--- config.mk ---
export PLATFORM = sky130hd
export DESIGN_NAME = alu_exec_unit
export DESIGN_NICKNAME = d
export VERILOG_FILES = /design/src/rtl/alu_exec_unit.sv
export SDC_FILE = /design/constraint.sdc
export NUM_CORES = 1
export LEC_CHECK = 0
export BUFFER_PORTS_ARGS = -buffer_cell sky130_fd_sc_hd__buf_2
export CORE_MARGIN = 5
export CORE_UTILIZATION = 40
export DETAILED_ROUTE_END_ITERATION = 16
export PLACE_DENSITY = 0.58
export SYNTH_ARGS = -nofsm -noshare
export SYNTH_HDL_FRONTEND = slang
export SYNTH_SLANG_ARGS = --single-unit
--- constraint.sdc ---
create_clock -name clk -period 3.11 [get_ports clk]
set_input_delay 0.4665 -clock clk [delete_from_list [all_inputs] [get_ports clk]]
set_output_delay 0.4665 -clock clk [all_outputs]
set_load 0.01 [all_outputs]
--- src/rtl/alu_exec_unit.sv ---
// Single-issue ALU execute unit with valid/ready handshake.
// Shifts run one bit per cycle; all other ops complete in one cycle.
module and32 #(
  parameter int WIDTH = 32
) (
  input  logic [WIDTH-1:0] a,
  input  logic [WIDTH-1:0] b,
  output logic [WIDTH-1:0] y
);
  assign y = a & b;
endmodule

module alu_exec_unit #(
  parameter int WIDTH = 32
) (
  input  logic             clk,
  input  logic             rst_n,
  input  logic             in_valid,
  output logic             in_ready,
  input  logic [3:0]       op,
  input  logic [WIDTH-1:0] a,
  input  logic [WIDTH-1:0] b,
  output logic             out_valid,
  input  logic             out_ready,
  output logic [WIDTH-1:0] result,
  output logic             zero,
  output logic             neg,
  output logic             carry,
  output logic             ovf,
  output logic             err
);
  localparam int SW = $clog2(WIDTH);
  localparam logic [1:0] IDLE  = 2'd0;
  localparam logic [1:0] SHIFT = 2'd1;
  localparam logic [1:0] HOLD  = 2'd2;

  logic [1:0]       state_q, state_d;
  logic [WIDTH-1:0] res_q, res_d;
  logic [SW-1:0]    cnt_q, cnt_d;
  logic [1:0]       sop_q, sop_d;
  logic             zero_q, zero_d;
  logic             neg_q, neg_d;
  logic             carry_q, carry_d;
  logic             ovf_q, ovf_d;
  logic             err_q, err_d;

  logic [WIDTH-1:0] and_y;
  logic [WIDTH:0]   add_s, sub_s;
  logic             add_v, sub_v, slt;
  logic [WIDTH-1:0] alu_res, step;
  logic             alu_c, alu_v, alu_e;
  logic [SW-1:0]    shamt;
  logic             is_shift, accept;

  and32 #(.WIDTH(WIDTH)) u_and (
    .a (a),
    .b (b),
    .y (and_y)
  );

  assign add_s = {1'b0, a} + {1'b0, b};
  assign sub_s = {1'b0, a} + {1'b0, ~b} + (WIDTH+1)'(1);
  assign add_v = (a[WIDTH-1] == b[WIDTH-1])
               && (add_s[WIDTH-1] != a[WIDTH-1]);
  assign sub_v = (a[WIDTH-1] != b[WIDTH-1])
               && (sub_s[WIDTH-1] != a[WIDTH-1]);
  // sign of a-b corrected by overflow gives a true signed compare
  assign slt = sub_s[WIDTH-1] ^ sub_v;

  assign shamt    = b[SW-1:0];
  assign is_shift = (op == 4'd6) || (op == 4'd7) || (op == 4'd8);

  always_comb begin
    alu_res = '0;
    alu_c   = 1'b0;
    alu_v   = 1'b0;
    alu_e   = 1'b0;
    case (op)
      4'd0: alu_res = and_y;
      4'd1: alu_res = a | b;
      4'd2: alu_res = a ^ b;
      4'd3: begin
        alu_res = add_s[WIDTH-1:0];
        alu_c   = add_s[WIDTH];
        alu_v   = add_v;
      end
      4'd4: begin
        alu_res = sub_s[WIDTH-1:0];
        alu_c   = sub_s[WIDTH];
        alu_v   = sub_v;
      end
      4'd5: alu_res = {{(WIDTH-1){1'b0}}, slt};
      4'd6, 4'd7, 4'd8: alu_res = a;
      default: alu_e = 1'b1;
    endcase
  end

  always_comb begin
    step = res_q;
    case (sop_q)
      2'd0:    step = {res_q[WIDTH-2:0], 1'b0};
      2'd1:    step = {1'b0, res_q[WIDTH-1:1]};
      2'd2:    step = {res_q[WIDTH-1], res_q[WIDTH-1:1]};
      default: step = res_q;
    endcase
  end

  assign in_ready = rst_n && ((state_q == IDLE)
                  || ((state_q == HOLD) && out_ready));
  assign accept   = in_valid && in_ready;

  always_comb begin
    state_d = state_q;
    res_d   = res_q;
    cnt_d   = cnt_q;
    sop_d   = sop_q;
    zero_d  = zero_q;
    neg_d   = neg_q;
    carry_d = carry_q;
    ovf_d   = ovf_q;
    err_d   = err_q;
    case (state_q)
      IDLE, HOLD: begin
        if (accept && is_shift && (shamt != '0)) begin
          state_d = SHIFT;
          res_d   = a;
          cnt_d   = shamt;
          sop_d   = 2'(op - 4'd6);
          zero_d  = 1'b0;
          neg_d   = 1'b0;
          carry_d = 1'b0;
          ovf_d   = 1'b0;
          err_d   = 1'b0;
        end else if (accept) begin
          state_d = HOLD;
          res_d   = alu_res;
          zero_d  = (alu_res == '0);
          neg_d   = alu_res[WIDTH-1];
          carry_d = alu_c;
          ovf_d   = alu_v;
          err_d   = alu_e;
        end else if ((state_q == HOLD) && out_ready) begin
          state_d = IDLE;
        end
      end
      SHIFT: begin
        res_d = step;
        cnt_d = cnt_q - SW'(1);
        if (cnt_q == SW'(1)) begin
          state_d = HOLD;
          zero_d  = (step == '0);
          neg_d   = step[WIDTH-1];
        end
      end
      default: state_d = IDLE;
    endcase
  end

  always_ff @(posedge clk or negedge rst_n) begin
    if (!rst_n) begin
      state_q <= IDLE;
      res_q   <= '0;
      cnt_q   <= '0;
      sop_q   <= '0;
      zero_q  <= 1'b0;
      neg_q   <= 1'b0;
      carry_q <= 1'b0;
      ovf_q   <= 1'b0;
      err_q   <= 1'b0;
    end else begin
      state_q <= state_d;
      res_q   <= res_d;
      cnt_q   <= cnt_d;
      sop_q   <= sop_d;
      zero_q  <= zero_d;
      neg_q   <= neg_d;
      carry_q <= carry_d;
      ovf_q   <= ovf_d;
      err_q   <= err_d;
    end
  end

  assign out_valid = (state_q == HOLD);
  assign result    = res_q;
  assign zero      = zero_q;
  assign neg       = neg_q;
  assign carry     = carry_q;
  assign ovf       = ovf_q;
  assign err       = err_q;
endmodule

==> run_results.csv <==
group,metric,value,unit
sta,fin_crit_sh,145,%
route,routed.top_layer,"met4",
synthesis,syn_area,9290,µm²
finish,n_fill_cell,2069,
finish,nNetsFinal,1965,
sta,setup_viol,13,
synthesis,synth_top_area_share,14.4,%
global_route,grt_pass1_wl,61100,µm
synthesis,yosysUniqueCellTypes,96,
pwr,power.density,398,nW/µm²
synthesis,synth_edf_count,0,
status,failed_checks,"setup timing",
place,routabilityCongestion,1.01,
place,portBuffers,110,
floorplanning,core_region_area,22800,µm²
synthesis,syn_nets,1503,
floorplanning,fp.dieW,162,µm
sta,finalWorstSetupSlack,-1390,ps
sta,min_period,4500,ps
global_route,grt_overflow,0,
synthesis,ys_ff_latch,46,
global_route,antenna_found_initial,0,
flow_run,drv_cap,0,
synthesis,ys_seq_area_share,12.4,%
route,drt-met1-wl,17600,µm
clocking,clockRootBuffer,"clkbuf_16",
sta,worstMarginPinSlew,841,ps
finish,final_cells,2097,
synthesis,yosys-top-cells-count,"133 x o21ai_0, 116 x a21oi_1, 107 x ha_1, 107 x nand2_1, 102 x nor2_1",
sta,rsz0062_at_grt,"true",
route,vias,12200,
route,firstDrtPassIters,7,
pwr,p_leak,6.56,nW
clocking,clock_latency,290,ps
synthesis,synth_most_common_cell,"o21ai_0",
setup_path,end_kind,"flip-flop",
clocking,cts_made_buffers,5,
place,place_inst,2059,
route,avgViaCountPerCell,5.81,
sta,hold_viol,0,
route,drc,0,
pwr,peakVddDrop,0.000350,V
finish,multi_input_area,8390,µm²
setup_path,path_class,"input pin to flip-flop",
floorplanning,rows,55,
setup_path,rrSetupSlack,490,ps
worst_hold_path,min_path_type,"input pin to asynchronous set/reset pin",
sta,fmax,222,MHz
route,routed_wl,39400,µm
setup_path,worstPathArrival,4700,ps
synthesis,ys.flop_type,"dfrtp_1",
clocking,cts_num_sinks,46,
sta,fin_setup_tns,-5270,ps
sta,skew,6.48,ps
route,antenna_left,0,
synthesis,yosys_warnings,0,
synthesis,synth.area.top_cells,"ha_1 14%, dfrtp_1 12%, o21ai_0 7.2%",
route,wl_per_cell,18.8,µm
sta,timing.slew.headroom,43.5,%
finish,layout-drive-gt1-share,41.4,%
floorplanning,io_pins,111,
finish,area_growth,55.7,%
clocking,htree_num_levels,2,
place,dpl.hpwl,31500,µm
floorplanning,die-area,26400,µm²
synthesis,async_flop_share,100,%
route,routed-wl-met2,17700,µm
synthesis,synthCells,1321,
clocking,clockBufferDepth,2,
global_route,grt_pass1_vias,11400,
global_route,grt_max_degree,66,
floorplanning,start_util,40.8,%
global_route,grt_usage,28.0,%
clocking,cts_hold_buf,0,
setup_path,cp.required,3310,ps
clocking,cts.clk_slew.worst_paths,70,ps
finish,seq_area,1150,µm²
setup_path,worstPathMaxFanout,3,
status,outcome,"finished, violations left",
clocking,cts_tree,"built",
sta,drv_slew,0,
setup_path,critPathLaunchType,"input pin",
synthesis,avgSynthCellArea,7.03,µm²
route,wl_met3,3130,µm
route,drt_iter0_markers,1197,
floorplanning,die_h,162,µm
finish,antenna_cells,0,
synthesis,yosys.area.top_type,"ha_1",
what timing repair did:
item                       CTS  global route
setup buffers               15            23
resized for setup          105            77
setup endpoints to repair   19            23
pin swaps                   33            40
sequential cells by signal (all words and copies together) (netlist names):
name / flops
sop_q: 2
cnt_q: 5
zero: 1
state_q: 2
ovf: 1
neg: 1
result: 32
carry: 1
err: 1
critical path, cell delays in order:
cell	delay [ps]
buf_8	80
clkinvlp_4	100
ha_4	250
nor2_4	140
o311ai_4	120
a31oi_4	240
a211oi_4	120
o41a_1	420
o31ai_4	230
nand3_1	120
a21oi_1	160
nor2_1	50
o21bai_1	190
fa_2	260
mux2i_1	70
a222oi_1	350
nand3_1	140
nor3_2	130
and4_1	210
nor4b_4	200
nand4_1	140
nor4_2	160
nand4_1	130
o31ai_2	200
cell families after synthesis:
family          count (synthesis)  synth area share [%]
compound gates                522                  37.6
simple gates                  420                  23.1
buf+inv                       187                  7.99
fa+ha+maj                     110                  15.1
flops                          46                  12.4
mux                            32                  3.50
xor+xnor                        4                 0.377
final cells by class:
| cell class | count | area share, % |
|---|---|---|
| multi-input combinational | 1088 | 58.0 |
| timing repair buffer | 543 | 27.6 |
| sequential | 46 | 7.97 |
| tap | 313 | 2.71 |
| inverter | 99 | 2.65 |
| clock buffer | 6 | 0.960 |
| clock inverter | 2 | 0.0865 |
report_power, final:
group | switching (mW) | internal, mW
registers | 0.406 | 0.870
logic | 2.15 | 1.78
clock network | 0.232 | 0.319
stage by stage:
step                hold slack, ps  worst slack (ps)  total power, mW  cell area (µm²)  util, %
detailed placement             324             -1940             4.86            13200     58.1
CTS                           20.9             -1450             5.58            14000     61.3
global placement               322             -1750             4.81            13200     58.1
floorplan                      171             -1140             3.28             9570        -
global route                  35.4             -1720             6.19            14500     63.5
finish                        17.4             -1390             5.76            14500     63.5
placed cells by master (no fill, tap or decap), types with 18 or more instances in the layout:
master / instances
a21oi_2: 18
inv_1: 73
nor3_1: 28
dfrtp_1: 45
o21ai_0: 117
buf_4: 416
ha_4: 20
inv_2: 21
buf_2: 101
nor2_1: 95
nand2_1: 105
ha_1: 85
a21oi_1: 94
mux2i_1: 27
nand3_1: 21
o211ai_1: 50
nand2b_1: 40
final timing paths:
| kind | end | cells past startpoint | from |
|---|---|---|---|
| worst min register to register | ovf | 2 | ovf |
| worst max-delay path | zero | 24 | b[1] |
| worst max register to register | zero | 11 | cnt_q[2] |
| min in group clk | ovf | 2 | ovf |
| max in group asynchronous | sop_q[0] | 2 | rst_n |
| worst min-delay path | state_q[0] | 1 | rst_n |
layer usage:
layer | vias to the layer above | GRT usage [%]
met5 | - | 0
met1 | 5727 | 40.3
met4 | 0 | 7.61
met2 | 532 | 45.0
li1 | 5863 | -
met3 | 63 | 2.53
(Power assumes the default switching activity.)
